==> config.mk <==
export PLATFORM = sky130hd
export DESIGN_NAME = fp_mul_seq
export DESIGN_NICKNAME = d
export VERILOG_FILES = /design/src/rtl/fp_mul_seq.sv
export SDC_FILE = /design/constraint.sdc
export NUM_CORES = 1
export LEC_CHECK = 0
export ABC_AREA = 1
export ABC_CLOCK_PERIOD_IN_PS = 3500
export BUFFER_PORTS_ARGS = -buffer_cell sky130_fd_sc_hd__buf_2
export CELL_PAD_IN_SITES_DETAIL_PLACEMENT = 1
export CELL_PAD_IN_SITES_GLOBAL_PLACEMENT = 1
export CORE_MARGIN = 2
export CORE_UTILIZATION = 30
export DETAILED_ROUTE_END_ITERATION = 16
export GPL_TIMING_DRIVEN = 0
export PLACE_DENSITY_LB_ADDON = 0.1
export SLEW_MARGIN = 20
export SYNTH_ARGS = -nofsm -noshare
export SYNTH_HDL_FRONTEND = slang
export SYNTH_SLANG_ARGS = --single-unit
==> constraint.sdc <==
create_clock -name clk -period 3.5 [get_ports clk]
set_input_delay 0.7 -clock clk [delete_from_list [all_inputs] [get_ports clk]]
set_output_delay 0.7 -clock clk [all_outputs]
set_load 0.01 [all_outputs]
==> src/rtl/fp_mul_seq.sv <==
// fp_mul_seq: iterative IEEE-754 multiplier (radix-2 shift-add, round to nearest even).
// One operation in flight. Subnormal inputs and results are flushed to signed zero.
// Optional build macro FPMUL_FLAGS_EN adds the fflags[4:0] = {NV,DZ,OF,UF,NX} output.
//
// Handshake: an input transfer happens on a rising edge where in_valid && in_ready;
// an output transfer happens on a rising edge where out_valid && out_ready. Once
// out_valid is high, out (and fflags) stay stable until the output transfer.
// in_ready is high only in IDLE, so an input transfer can never share a cycle
// with an output transfer.
module fp_mul_seq #(
   parameter int BUS_WIDTH = 64
) (
   input  logic                 clk,
   input  logic                 rst_n,
   input  logic                 in_valid,
   output logic                 in_ready,
   input  logic [BUS_WIDTH-1:0] in1,
   input  logic [BUS_WIDTH-1:0] in2,
   output logic                 out_valid,
   input  logic                 out_ready,
   output logic [BUS_WIDTH-1:0] out
`ifdef FPMUL_FLAGS_EN
   ,
   output logic [4:0]           fflags
`endif
);

   localparam int EXPONENT_SIZE = (BUS_WIDTH == 64) ? 11 : 8;
   localparam int MANTISSA_SIZE = (BUS_WIDTH == 64) ? 52 : 23;
   localparam int BIAS          = (BUS_WIDTH == 64) ? 1023 : 127;
   localparam int EW            = EXPONENT_SIZE + 2;   // signed working exponent
   localparam int MW            = MANTISSA_SIZE + 1;   // significand with hidden bit
   localparam int PW            = 2 * MW;              // full product width
   localparam int CW            = $clog2(MW);

   localparam logic signed [EW-1:0] BIAS_S  = EW'(BIAS);
   localparam logic signed [EW-1:0] ONE_S   = EW'(1);
   localparam logic signed [EW-1:0] ZERO_S  = EW'(0);
   localparam logic signed [EW-1:0] EXP_MAX = EW'((1 << EXPONENT_SIZE) - 1);
   localparam logic [CW-1:0]        LAST_COUNT = CW'(MANTISSA_SIZE);

   localparam logic [BUS_WIDTH-1:0] QNAN =
      {1'b0, {EXPONENT_SIZE{1'b1}}, 1'b1, {(MANTISSA_SIZE-1){1'b0}}};

   typedef enum logic [1:0] {
      IDLE = 2'd0,
      MUL  = 2'd1,
      NORM = 2'd2,
      DONE = 2'd3
   } state_t;

   state_t state;
   state_t state_next;

   // operand fields
   logic                     sign1, sign2;
   logic [EXPONENT_SIZE-1:0] exp1, exp2;
   logic [MANTISSA_SIZE-1:0] man1, man2;
   logic                     nan1, nan2, inf1, inf2, zero1, zero2;
   logic                     inf_times_zero;
   logic                     is_special;
   logic [BUS_WIDTH-1:0]     spec_result;
   logic                     spec_nv;
   logic signed [EW-1:0]     exp_sum;

   // datapath registers
   logic                     sign_q;
   logic signed [EW-1:0]     exp_q;
   logic [PW-1:0]            mcand_q;
   logic [PW-1:0]            acc_q;
   logic [MW-1:0]            mplier_q;
   logic [CW-1:0]            count_q;
   logic [BUS_WIDTH-1:0]     out_q;

   // normalisation / rounding
   logic                     prod_hi;
   logic [MW-1:0]            mant;
   logic                     guard;
   logic                     sticky;
   logic                     round_inc;
   logic [MW:0]              rounded;
   logic [MANTISSA_SIZE-1:0] frac;
   logic signed [EW-1:0]     exp_n;
   logic signed [EW-1:0]     exp_f;
   logic                     ovf;
   logic                     unf;
   logic [BUS_WIDTH-1:0]     norm_result;

`ifdef FPMUL_FLAGS_EN
   logic [4:0]               fflags_q;
   logic                     snan1, snan2;
`endif

   // split operands into fields and classify them
   always_comb begin
      sign1 = in1[BUS_WIDTH-1];
      sign2 = in2[BUS_WIDTH-1];
      exp1  = in1[BUS_WIDTH-2 -: EXPONENT_SIZE];
      exp2  = in2[BUS_WIDTH-2 -: EXPONENT_SIZE];
      man1  = in1[MANTISSA_SIZE-1:0];
      man2  = in2[MANTISSA_SIZE-1:0];
      nan1  = (&exp1) && (|man1);
      nan2  = (&exp2) && (|man2);
      inf1  = (&exp1) && !(|man1);
      inf2  = (&exp2) && !(|man2);
      // exponent 0 covers both true zeros and subnormals (flushed)
      zero1 = !(|exp1);
      zero2 = !(|exp2);
      inf_times_zero = (inf1 && zero2) || (inf2 && zero1);
      is_special = nan1 || nan2 || inf1 || inf2 || zero1 || zero2;
      exp_sum = $signed({2'b00, exp1}) + $signed({2'b00, exp2}) - BIAS_S;
   end

   // result for special operands, in priority order NaN > inf > zero
   always_comb begin
      spec_result = {BUS_WIDTH{1'b0}};
      spec_nv     = 1'b0;
      if (nan1 || nan2 || inf_times_zero) begin
         spec_result = QNAN;
         spec_nv     = inf_times_zero;
      end else if (inf1 || inf2) begin
         spec_result = {sign1 ^ sign2, {EXPONENT_SIZE{1'b1}}, {MANTISSA_SIZE{1'b0}}};
      end else begin
         spec_result = {sign1 ^ sign2, {(BUS_WIDTH-1){1'b0}}};
      end
   end

`ifdef FPMUL_FLAGS_EN
   // signalling NaN: NaN with the quiet bit clear
   always_comb begin
      snan1 = nan1 && !man1[MANTISSA_SIZE-1];
      snan2 = nan2 && !man2[MANTISSA_SIZE-1];
   end
`endif

   // normalise the product, round to nearest even, detect range errors
   always_comb begin
      prod_hi = acc_q[PW-1];
      mant    = acc_q[PW-2 -: MW];
      guard   = acc_q[MANTISSA_SIZE-1];
      sticky  = |acc_q[MANTISSA_SIZE-2:0];
      exp_n   = exp_q;
      if (prod_hi) begin
         // product in [2,4): drop one more bit and bump the exponent
         mant   = acc_q[PW-1 -: MW];
         guard  = acc_q[MANTISSA_SIZE];
         sticky = |acc_q[MANTISSA_SIZE-1:0];
         exp_n  = exp_q + ONE_S;
      end
      round_inc = guard && (sticky || mant[0]);
      rounded   = {1'b0, mant} + {{MW{1'b0}}, round_inc};
      frac      = rounded[MANTISSA_SIZE-1:0];
      exp_f     = exp_n;
      if (rounded[MW]) begin
         // rounding carried out of the significand: 1.111..1 -> 10.000..0
         frac  = rounded[MANTISSA_SIZE:1];
         exp_f = exp_n + ONE_S;
      end
      ovf = (exp_f >= EXP_MAX);
      unf = (exp_f <= ZERO_S);
      if (ovf) begin
         norm_result = {sign_q, {EXPONENT_SIZE{1'b1}}, {MANTISSA_SIZE{1'b0}}};
      end else if (unf) begin
         norm_result = {sign_q, {(BUS_WIDTH-1){1'b0}}};
      end else begin
         norm_result = {sign_q, exp_f[EXPONENT_SIZE-1:0], frac};
      end
   end

   // state register
   always_ff @(posedge clk) begin
      if (!rst_n) begin
         state <= IDLE;
      end else begin
         state <= state_next;
      end
   end

   // next-state logic
   always_comb begin
      state_next = state;
      case (state)
         IDLE: if (in_valid) state_next = is_special ? DONE : MUL;
         MUL:  if (count_q == LAST_COUNT) state_next = NORM;
         NORM: state_next = DONE;
         DONE: if (out_ready) state_next = IDLE;
         default: state_next = IDLE;
      endcase
   end

   // handshake outputs decoded from state
   always_comb begin
      in_ready  = (state == IDLE);
      out_valid = (state == DONE);
   end

   // datapath: operand capture, shift-add multiply, result register
   always_ff @(posedge clk) begin
      if (!rst_n) begin
         sign_q   <= 1'b0;
         exp_q    <= ZERO_S;
         mcand_q  <= {PW{1'b0}};
         acc_q    <= {PW{1'b0}};
         mplier_q <= {MW{1'b0}};
         count_q  <= {CW{1'b0}};
         out_q    <= {BUS_WIDTH{1'b0}};
      end else begin
         case (state)
            IDLE: begin
               if (in_valid) begin
                  sign_q   <= sign1 ^ sign2;
                  exp_q    <= exp_sum;
                  mcand_q  <= {{MW{1'b0}}, 1'b1, man1};
                  mplier_q <= {1'b1, man2};
                  acc_q    <= {PW{1'b0}};
                  count_q  <= {CW{1'b0}};
                  if (is_special) begin
                     out_q <= spec_result;
                  end
               end
            end
            MUL: begin
               // multiplier consumed LSB first; multiplicand walks left
               if (mplier_q[0]) begin
                  acc_q <= acc_q + mcand_q;
               end
               mcand_q  <= {mcand_q[PW-2:0], 1'b0};
               mplier_q <= {1'b0, mplier_q[MW-1:1]};
               count_q  <= count_q + CW'(1);
            end
            NORM: begin
               out_q <= norm_result;
            end
            default: begin
               // DONE: hold the result until it is taken
            end
         endcase
      end
   end

`ifdef FPMUL_FLAGS_EN
   // exception flags, produced alongside the result they describe
   always_ff @(posedge clk) begin
      if (!rst_n) begin
         fflags_q <= 5'b0;
      end else if (state == IDLE && in_valid) begin
         if (is_special) begin
            fflags_q <= {spec_nv || snan1 || snan2, 4'b0000};
         end
      end else if (state == NORM) begin
         fflags_q <= {1'b0, 1'b0, ovf, unf, guard || sticky || ovf || unf};
      end
   end

   assign fflags = fflags_q;
`endif

   assign out = out_q;

endmodule

Yosys cells after proc, flatten, opt, wreduce, memory -nomap -nowiden:

Cells that the tools add are included.

* bits in registers: 351
* input port bits: 132
* output and inout bits: 66

* $add $sub $neg: 7
* order comparisons: 2
* equality and inequality tests: 9
* muxes and demuxes: 27
* bitwise gates (word level): 1
* reductions and logical operators: 36

Operators by type and width (number)
* case mux 106 bit (2 select lines): 2
* 2-to-1 mux 106 bit: 3
* 2-to-1 mux 64 bit: 3
* 2-to-1 mux 63 bit: 3
* OR reduction 52 bit: 3
* case mux 64 bit (2 select lines): 1
* adder 106 bit: 1
* 2-to-1 mux 53 bit: 2
* case mux 53 bit (2 select lines): 1
* adder 53 x 1 -> 54 bit: 1
* 2-to-1 mux 52 bit: 1
* OR reduction 51 bit: 1
* adder 13 x 2 -> 13 bit (second input constant): 2
* 2-to-1 mux 13 bit: 2
* AND reduction 11 bit: 2
* OR reduction 11 bit: 2
* >= comparator 13 x 12 -> 1 bit (second input constant): 1
* less-or-equal comparator 13 x 1 -> 1 bit (second input constant): 1
* subtractor 12 x 10 -> 13 bit (second input constant): 1
* adder 11 x 11 -> 12 bit: 1
* case mux 6 bit (2 select lines): 1
* logical OR 1 bit: 9
* AND reduction 3 bit: 3
* 2-to-1 mux 2 bit: 4
* 15 further kinds: 31

Depth between registers and ports, before layout:

Gate-level depths: netlist of the first run.

* word-level depth: 10
* gate-level depth with buffers: 26
* mapped depth without buffers: 22

Least setup slack after synthesis of the first run:

Ideal clock, no wire load.

* path type: register -> register
* start: register acc_q[105]
* end: register out_q[39], in the netlist out[39]
* setup time: 0.069 ns
* data arrival time: 2.991 ns
* data required time: 3.431 ns
* path slack: 0.440 ns
* cell stages (with the launch flop): 22
* path buffers: 5
* path through: dfxtp_1 > buf_6 > buf_6 > buf_2 > nor2_1 > nor2_2 > ha_1 > inv_1 > nor2_1 > inv_1 > nor2_1 > nand2_1 > nor2_1 > nand4_1 > nor2_1 > xnor2_2 > nand3_1 > nor2_2 > buf_6 > buf_6 > nand2_2 > a21oi_2

* word-level cells in the longest chain between the ends: 9

RTL lines
* from (decl): RTL line 70 `logic [PW-1:0] acc_q;`
* from (signal assigned): RTL line 203 `acc_q <= {PW{1'b0}};`
* from (signal assigned): RTL line 215 `acc_q <= {PW{1'b0}};`
* from (signal assigned): RTL line 225 `acc_q <= acc_q + mcand_q;`
* 2-to-1 mux 1 bit or 2-to-1 mux 53 bit (tied branches): RTL line 143 `if (prod_hi) begin`
* logical OR 1 bit: RTL line 150 `round_inc = guard && (sticky || mant[0]);`
* logical AND 1 bit: RTL line 150
* adder 53 x 1 -> 54 bit: RTL line 151 `rounded = {1'b0, mant} + {{MW{1'b0}}, round_inc};`
* 2-to-1 mux 13 bit: RTL line 154 `if (rounded[MW]) begin`
* less-or-equal comparator 13 x 1 -> 1 bit: RTL line 160 `unf = (exp_f <= ZERO_S);`
* 2-to-1 mux 63 bit: RTL line 163 `end else if (unf) begin`
* 2-to-1 mux 63 bit *: RTL line 161 `if (ovf) begin`
* case mux 64 bit (2 select lines) *: RTL line 208 `case (state)`
* to (signal assigned): RTL line 206 `out_q <= {BUS_WIDTH{1'b0}};`
* to (signal assigned): RTL line 218 `out_q <= spec_result;`
* to (signal assigned): RTL line 232 `out_q <= norm_result;`
* to (decl): RTL line 73 `logic [BUS_WIDTH-1:0] out_q;`

Every way passes the cells marked *; elsewhere a longest branch is shown, timed or not.
A chain may end at the register's enable or synchronous reset.

Worst setup path in the final report of the first run:

* start: register mcand_q[45]
* end: register acc_q[92]

* word-level cells in the longest chain between the ends: 3

RTL lines
* from (decl): RTL line 69 `logic [PW-1:0] mcand_q;`
* from (signal assigned): RTL line 202 `mcand_q <= {PW{1'b0}};`
* from (signal assigned): RTL line 213 `mcand_q <= {{MW{1'b0}}, 1'b1, man1};`
* from (signal assigned): RTL line 227 `mcand_q <= {mcand_q[PW-2:0], 1'b0};`
* adder 106 bit: RTL line 225
* 2-to-1 mux 106 bit: RTL line 224 `if (mplier_q[0]) begin`
* case mux 106 bit (2 select lines): RTL line 208

No other way between the ends. The select of a mux whose other input is x is not followed.

==> results of run 1 <==
## cells in the mapped netlist, drive strengths merged, types with 53 or more instances
cell type	count	area share, %
a31oi	122	2.9
o21ai	380	7.2
ha	135	6.4
nand2	1277	18
clkbuf	126	1.8
a21oi	505	9.7
nor2	484	7.2
xor2	53	1.8
inv	454	6.5
nand4	57	1.4
nor4	59	1.4
dfxtp	351	27
nand3	166	3.2
## report_power, final
| part | internal [W] | leakage (nW) | total [W] | switching, W |
|---|---|---|---|---|
| clock | 0.00295 | 0.759 | 0.00500 | 0.00205 |
| combinational | 0.00153 | 8.75 | 0.00556 | 0.00403 |
| sequential | 0.00470 | 2.86 | 0.00528 | 0.000582 |
## state kept, by name (all words and copies together), names as in the netlist
name / count
state: 2
count_q: 6
mcand_q: 106
acc_q: 106
sign_q: 1
exp_q: 13
mplier_q: 53
out: 64
## tightest hold or removal path, stage by stage
cell     delay, ns
buf_2         0.10
nand2_1       0.06
a31oi_1       0.07
## through the flow
| step | hold slack [ns] | setup slack [ns] | utilization, % | TNS, ns | area, sq um |
|---|---|---|---|---|---|
| 2_1_floorplan | 0.447 | 0.440 | - | 0 | 26300 |
| 3_3_place_gp | 0.456 | -1.82 | 33.1 | -193.56 | 28800 |
| 3_5_place_dp | 0.454 | -1.23 | 33.2 | -153.00 | 28800 |
| 4_1_cts | 0.320 | -0.0934 | 35.2 | -0.0934 | 30600 |
| 5_1_grt | 0.346 | -0.0439 | 35.7 | -0.262 | 31000 |
| 6_report | 0.353 | 0.0583 | 35.7 | 0 | 31000 |
## per-layer routing
| layer | wire (um) | vias up | part of all wire [%] |
|---|---|---|---|
| met5 | 13 | - | 0.011 |
| met4 | 3830 | 2 | 3.2 |
| met3 | 5830 | 154 | 4.9 |
| met2 | 53300 | 623 | 45 |
| met1 | 56500 | 14300 | 47 |
| li1 | - | 15100 | - |
## logic make-up after synthesis
group	Yosys count
flip-flops	351
adder cells (fa/ha/maj)	137
XOR/XNOR	57
AO/OA/AOI/OAI	1092
AND/OR/NAND/NOR	2130
buffers and inverters	618
## final cells by class
type | count | area share [%]
Sequential cell | 351 | 22.7
Inverter | 456 | 5.52
Timing Repair Buffer | 211 | 3.59
Buffer | 161 | 2.52
Clock inverter | 19 | 0.945
Multi-Input combinational cell | 3416 | 56.0
Tap cell | 1155 | 4.66
Clock buffer | 61 | 4.11
## worst max path at each step
stage                           start   endpoint  slack, ns  cells after the start
after floorplan            acc_q[105]    out[39]       0.44                     21
after global placement       state[1]  acc_q[99]      -1.82                     10
after detailed placement     state[0]  acc_q[98]      -1.23                     10
after CTS                  mcand_q[9]  acc_q[66]      -0.09                     14
after global routing       acc_q[105]    out[62]      -0.04                     23
final                     mcand_q[45]  acc_q[92]       0.06                     14
## what timing repair did
action | 4_1_cts | 5_1_grt
buffers inserted | 6 | 7
endpoints found under the setup margin | 275 | 112
pin swaps | 4 | 12
gates resized for setup | 43 | 112
==> flow_summary.json, run 1 <==
{
  "status": "complete, no violations",
  "synthMuxAreaShare_pct": 0,
  "cts-root-buf": "clkbuf_16",
  "die_h_um": 300,
  "num_io_pins": 198,
  "critical_path.top_delay_family": "compound AO/OA/AOI/OAI gates",
  "vias_per_cell": 5.17,
  "tightest_slew_ns": 1.24,
  "multi_input_area_sq_mm": 0.0173,
  "hold_end": "mcand_q[28]",
  "instances_no_fill": 5830,
  "slowest_delay_ns": 0.43,
  "placed_cells": 5738,
  "overflow": 0,
  "r2r_slack_ns": 0.06,
  "postSynthNetCount": 4654,
  "row_count": 108,
  "critPathMaxFanout": 5,
  "ys.flop_type": "dfxtp_1",
  "area_growth_pct": 17.6,
  "remaining_drc_errors": 0,
  "regArea_sq_mm": 0.00703,
  "clk_pin_slew_ns": 0.06,
  "core_sq_mm": 0.0869,
  "finalHoldViolations": 0,
  "finalCritPeriodShare_pct": 98.3,
  "synthAdderAreaFrac_pct": 6.56,
  "cts-buffers-inserted": 44,
  "drt-total-wl_mm": 119,
  "synth_compound_area_share_pct": 22.3,
  "cts_sinks": 351,
  "synth_edf_count": 0,
  "die-area_sq_mm": 0.0902,
  "syn_avg_cell_area_sq_um": 6.01,
  "seq_area_frac_synth_pct": 26.7,
  "use_met3_pct": 3.34,
  "p_leak_nw": 12.4,
  "layout-drive-gt1-share_pct": 10.4,
  "grt_pass1_vias": 30400,
  "holdPathStages": 3,
  "postRouteAntennaNets": 0,
  "port_buffers": 197,
  "fmax_mhz": 291,
  "rsz0062_at_grt": "true",
  "grt_usage_pct": 26.0,
  "p_per_area_mw_per_mm2": 511,
  "rr_endpoint": "acc_q[92]",
  "cp-start-kind": "register",
  "grt_first_pass_wirelength_mm": 181,
  "ir_drop_mv": 0.397,
  "cts.hold.buffers_added": 0,
  "hp-start": "in1[28]",
  "min_period_ns": 3.44,
  "synth_top_family_by_area": "simple AND/OR/NAND/NOR gates",
  "wl_per_cell_um": 20.5,
  "worst-path-buf-inv": 0,
  "reg2regPathDepth": 14,
  "worst-endpoint-arrival_ns": 3.91,
  "crit_type": "register to register",
  "syn_area_sq_mm": 0.0263,
  "globalplace.congestion": 0.960,
  "antenna_found_initial": 5,
  "ys_async_sr_fraction_pct": 0,
  "maxSlewHeadroom_pct": 17.0,
  "r2r_start": "mcand_q[45]",
  "drt_iter0_drc": 1789,
  "route.vias.total": 30100,
  "htree_num_levels": 2,
  "ys_seq_elements": 351,
  "busiest_layer": "met2",
  "final_cell_mix": "nand2_1 (1246), a21oi_1 (486), nor2_1 (447), inv_1 (444), dfxtp_1 (348)",
  "hpwl_mm": 99.8,
  "cts_tree": "done",
  "dieWidth_um": 300,
  "clk_path_buf_depth": 3,
  "first_pass_iters": 5,
  "setup_viol": 0,
  "synthCells": 4385,
  "crit_chain": "ha_1 > a21oi_1 > o21ai_0 > a21oi_1 > o21ai_0 > a21oi_1 > nand3_1 > nand2_1 > nand2_1 > nand2_1 > nand2_1 > or2_2 > nand2_1 > a21oi_1",
  "clk_latency_ns": 0.63,
  "ys.warnings.count": 0,
  "finalPower_w": 0.0158,
  "cp_slowest_cell": "dfxtp_1",
  "synth-simple-area-share_pct": 33.3,
  "cap_violations": 0,
  "layout_commonest_cell": "nand2_1",
  "cp_data_required_time_ns": 3.96,
  "nets": 4910,
  "num-fill-cells": 11600,
  "initial_core_util_pct": 30.3,
  "grtUsageMet2_pct": 42.1,
  "final_max_slew_viol_count": 0,
  "gr-usage-met1_pct": 35.7,
  "cp-end-kind": "register",
  "num_antenna_cells": 0,
  "hold_class": "primary input to register",
  "synth_xor_area_share_pct": 1.92,
  "clock_skew_ns": 0.0358,
  "worst_path_most_repeated_cell": "nand2_1",
  "grt_max_degree": 14,
  "ys_types": 50
}
Power figures use the tool's default switching activity.
==> run 2: changes to the inputs <==
Settings changed: ABC_AREA 1 to 0, SKIP_CTS_REPAIR_TIMING set to 1.
==> flow_summary.json, run 2 <==
{
  "pwr-share-clk_pct": 38.7,
  "p_comb_share_pct": 24.9,
  "cp-start-kind": "register",
  "synth.area.top_cells": "dfxtp_1 (30%), ha_1 (7.2%), nor2_1 (5.6%)",
  "p_switching_w": 0.00449,
  "finalHoldViolations": 0,
  "p_per_area_mw_per_mm2": 448,
  "cp_data_required_time_ns": 3.99,
  "status": "complete, but fails checks",
  "grt_first_pass_wirelength_mm": 148,
  "wl_per_cell_um": 22.5,
  "yosys.area.top_type_share_pct": 30.0,
  "synth.most_common_cell": "dfxtp_1",
  "worst_path_most_repeated_cell": "buf_12",
  "worst-path-buf-inv": 6,
  "seq_area_frac_synth_pct": 30.0,
  "cp_slowest_cell": "or4_4",
  "drt_iter0_drc": 1119,
  "core_sq_mm": 0.0773,
  "htree_num_levels": 2,
  "worst-endpoint-arrival_ns": 4.65,
  "num_io_pins": 198,
  "finalCritPeriodShare_pct": 119,
  "globalplace.congestion": 0.925,
  "tightest_slew_ns": 1.05,
  "instances_no_fill": 4338,
  "critPathMaxFanout": 10,
  "cp-end-kind": "register",
  "p_leak_nw": 11.0,
  "synthCells": 2963,
  "cts_tree": "done",
  "die_h_um": 283,
  "synth_edf_count": 0,
  "maxSlewHeadroom_pct": 29.9,
  "final_cell_mix": "nor2_1 (342), dfxtp_1 (318), nand2_1 (234), buf_2 (197), a21oi_1 (186)",
  "nets": 3531,
  "layout-drive-gt1-share_pct": 18.2,
  "min_period_ns": 4.16,
  "port_buffers": 197,
  "dieWidth_um": 283,
  "ys.warnings.count": 0,
  "clk_path_buf_depth": 3,
  "syn_avg_cell_area_sq_um": 7.90,
  "vias_per_cell": 5.50,
  "hold_class": "primary input to register",
  "ys_types": 83,
  "fmax_mhz": 240,
  "pwr-share-seq_pct": 36.3,
  "swShare_pct": 34.5,
  "crit_type": "register to register",
  "ys.flop_type": "dfxtp_1",
  "crit_chain": "buf_6 > buf_12 > buf_12 > mux2i_1 > a2111o_1 > or4_4 > nor4_4 > nand3_2 > xnor2_2 > buf_4 > nor4_4 > nor3_4 > and2_4 > nor2b_4 > buf_12 > buf_8 > a22o_1",
  "syn_area_sq_mm": 0.0234,
  "critical_path.top_delay_family": "simple AND/OR/NAND/NOR gates",
  "slowest_delay_ns": 0.65,
  "fin_ws_ns": -0.663,
  "overflow": 0,
  "grt_pass1_vias": 24500,
  "ys_seq_elements": 351,
  "route.vias.total": 23900,
  "dp_slack_ns": -1.54,
  "first_pass_iters": 6,
  "postRouteAntennaNets": 0,
  "row_count": 102,
  "antenna_found_initial": 0,
  "die-area_sq_mm": 0.0802,
  "layout_commonest_cell": "nor2_1",
  "num-fill-cells": 9358,
  "final_max_slew_viol_count": 0,
  "num_antenna_cells": 0,
  "remaining_drc_errors": 0,
  "ys_top_cells_by_count": "dfxtp_1 (351), nor2_1 (349), nand2_1 (242)",
  "drt-total-wl_mm": 97.7,
  "initial_core_util_pct": 30.3,
  "setup_viol": 68,
  "cap_violations": 0,
  "ir_drop_mv": 0.412,
  "power.internal_w": 0.00852,
  "grt_max_degree": 14,
  "area_growth_pct": 24.1,
  "hpwl_mm": 77.2,
  "clk_latency_ns": 0.62,
  "placed_cells": 4200,
  "cts-buffers-inserted": 47,
  "cts_sinks": 351,
  "violations": "setup timing",
  "ys_async_sr_fraction_pct": 0,
  "postSynthNetCount": 3232,
  "clock_skew_ns": 0.0259,
  "synth_top_area_cell": "dfxtp_1",
  "clk_pin_slew_ns": 0.06,
  "rsz0062_at_grt": "true",
  "cts-root-buf": "clkbuf_16",
  "grt_usage_pct": 23.3
}
## run 2: kinds of logic (layout without fill, tap and decap cells)
family	Yosys count	in the layout	share of synthesized area [%]
AO/OA/AOI/OAI	913	913	25.7
XOR/XNOR	161	161	6.06
adder cells (fa/ha/maj)	137	137	7.39
AND/OR/NAND/NOR	993	993	20.2
buffers and inverters	273	608	4.80
flip-flops	351	351	30.0
multiplexers	135	135	5.82
## run 2: final cells by class
class,count,area [sq um],area share (%)
clock inverters,23,287,0.987
flip-flops and latches,351,7070,24.4
plain buffers,167,835,2.87
multi-input cells,2339,16200,55.9
repair buffers,284,1740,5.98
inverters,72,270,0.931
clock buffers,62,1290,4.45
well taps,1040,1300,4.48
## run 2: power by group through the flow
stage               Sequential [W]  Clock, W  Combinational [W]
finish                     0.00473   0.00504            0.00324
CTS                        0.00469   0.00518            0.00311
detailed placement         0.00477         0            0.00309
global placement           0.00475         0            0.00300
global route               0.00478   0.00533            0.00360
floorplan                  0.00463         0            0.00214
## run 2: per-stage QoR
stage | cell area, sq um | setup TNS [ns] | hold WS (ns) | util (%) | total power, W
after CTS | 27400 | -106.19 | 0.388 | 35.4 | 0.0130
after detailed placement | 25800 | -103.62 | 0.447 | 33.4 | 0.00786
after global placement | 25800 | -105.81 | 0.444 | 33.4 | 0.00775
final | 29000 | -35.28 | 0.427 | 37.5 | 0.0130
after global routing | 29000 | -43.27 | 0.417 | 37.5 | 0.0137
after floorplan | 23500 | -17.62 | 0.444 | - | 0.00677
## run 2: final timing paths
path,startpoint,endpoint,cells past startpoint,slack [ns]
hold reg to reg,out[31],out[31],2,0.45
setup / recovery,acc_q[105],out[12],17,-0.66
setup reg to reg,acc_q[105],out[12],17,-0.66
hold / removal,in1[0],mcand_q[0],3,0.43
## run 2: tightest hold or removal path: stages
cell	delay, ns
buf_2	0.10
a32oi_1	0.11
nor2_1	0.08
## run 2: layer usage
layer	global-route usage, %	wire [um]	part of all wire [%]
met1	29.2	43400	44
met2	42.7	49400	51
met3	2.29	2870	2.9
met4	5.56	2000	2.0
met5	0	0	0
==> run 3: changes to the inputs <==
Settings changed: CAP_MARGIN set to 30, TNS_END_PERCENT set to 10.
==> flow_summary.json, run 3 (synthesis gave the netlist of run 2 again) <==
{
  "maxSlewHeadroom_pct": 13.5,
  "hold_class": "primary input to register",
  "dieWidth_um": 283,
  "clock_skew_ns": 0.0334,
  "placed_area_sq_mm": 0.0258,
  "cts_tree": "done",
  "fin_util_pct": 37.0,
  "wl_per_cell_um": 22.4,
  "globalplace.congestion": 0.923,
  "layout_commonest_cell": "dfxtp_1",
  "ir_drop_mv": 0.354,
  "p_per_area_mw_per_mm2": 456,
  "min_period_ns": 4.32,
  "remaining_drc_errors": 0,
  "instances_no_fill": 4345,
  "clk_path_buf_depth": 3,
  "grt_max_degree": 13,
  "drt-total-wl_mm": 97.5,
  "area_growth_pct": 22.2,
  "initial_core_util_pct": 30.3,
  "status": "complete, but fails checks",
  "cp-start-kind": "register",
  "overflow": 0,
  "antenna_found_initial": 1,
  "nets": 3537,
  "setup_tns_ns": -46.28,
  "setup_viol": 88,
  "dp_slack_ns": -1.56,
  "critPathMaxFanout": 7,
  "final_max_slew_viol_count": 0,
  "worst-endpoint-arrival_ns": 4.81,
  "fin_ws_ns": -0.823,
  "die-area_sq_mm": 0.0802,
  "tightest_slew_ns": 1.29,
  "p_leak_nw": 11.1,
  "port_buffers": 197,
  "vias_per_cell": 5.49,
  "cap_violations": 0,
  "placed_cells": 4201,
  "violations": "setup timing",
  "cts-buffers-inserted": 46,
  "drt_iter0_drc": 1218,
  "num_io_pins": 198,
  "route.vias.total": 23900,
  "row_count": 102,
  "grt_first_pass_wirelength_mm": 149,
  "cp_data_required_time_ns": 3.99,
  "cts_sinks": 351,
  "cp-end-kind": "register",
  "first_pass_iters": 5,
  "layout-drive-gt1-share_pct": 14.5,
  "postRouteAntennaNets": 0,
  "holdPathStages": 3,
  "finalCritPeriodShare_pct": 124,
  "fin_area_sq_mm": 0.0286,
  "reg2regPathDepth": 17,
  "core_sq_mm": 0.0773,
  "finalHoldViolations": 0,
  "grt_usage_pct": 23.4,
  "clk_pin_slew_ns": 0.06,
  "htree_num_levels": 2,
  "fmax_mhz": 231,
  "crit_type": "register to register",
  "grt_pass1_vias": 24500,
  "clk_latency_ns": 0.60,
  "hpwl_mm": 77.2,
  "final_cell_mix": "dfxtp_1 (346), nor2_1 (342), nand2_1 (235), buf_2 (200), a21oi_1 (198)",
  "rsz0062_at_grt": "true",
  "die_h_um": 283,
  "cts-root-buf": "clkbuf_16",
  "r2r_slack_ns": -0.82
}
==> run 3: power breakdown <==
part,total [W],switching (W),internal (W)
registers,0.00469,0.000328,0.00436
logic,0.00314,0.00206,0.00108
clock network,0.00520,0.00196,0.00323
==> run 3: cell type report <==
| cell class | count | area (sq um) |
|---|---|---|
| Fill cell | 9386 | 48700 |
| Buffer | 195 | 953 |
| Tap cell | 1040 | 1300 |
| Sequential cell | 351 | 7030 |
| Timing Repair Buffer | 262 | 1630 |
| Antenna cell | 1 | 2.50 |
| Clock inverter | 14 | 270 |
| Inverter | 72 | 270 |
| Clock buffer | 70 | 1380 |
| Multi-Input combinational cell | 2340 | 15800 |
==> run 3: worst paths after layout <==
kind	start	endpoint
setup / recovery	acc_q[105]	out[40]
hold / removal	in1[0]	mcand_q[0]
setup reg to reg	acc_q[105]	out[40]
hold reg to reg	out[31]	out[31]
==> run 3: metal layers <==
metal	wire length, um	global-route usage [%]	up-vias	share of wire [%]
met1	43800	29.6	11800	45
met5	0	0	-	0
met4	2510	6.76	0	2.6
met3	2670	2.42	105	2.7
li1	-	-	11500	-
met2	48500	41.8	362	50
==> run 3: worst max-delay path: stages, from the launching register on <==
cell and delay (ns):
dfxtp_2 0.34, buf_6 0.15, buf_12 0.12, buf_12 0.11, buf_12 0.12, nand3_2 0.07
a2111o_1 0.49, or4_4 0.63, nor4_4 0.21, nand3_2 0.19, xnor2_4 0.28, o211ai_1 0.19
a211o_1 0.42, and2_4 0.23, nor2b_4 0.13, buf_12 0.19, clkbuf_16 0.15, a22o_1 0.17
==> run 3: per-stage QoR <==
step / hold slack [ns] / power, W
detailed placement: 0.441 / 0.00785
floorplan: 0.444 / 0.00677
finish: 0.421 / 0.0130
global placement: 0.442 / 0.00774
global route: 0.430 / 0.0137
CTS: 0.383 / 0.0131
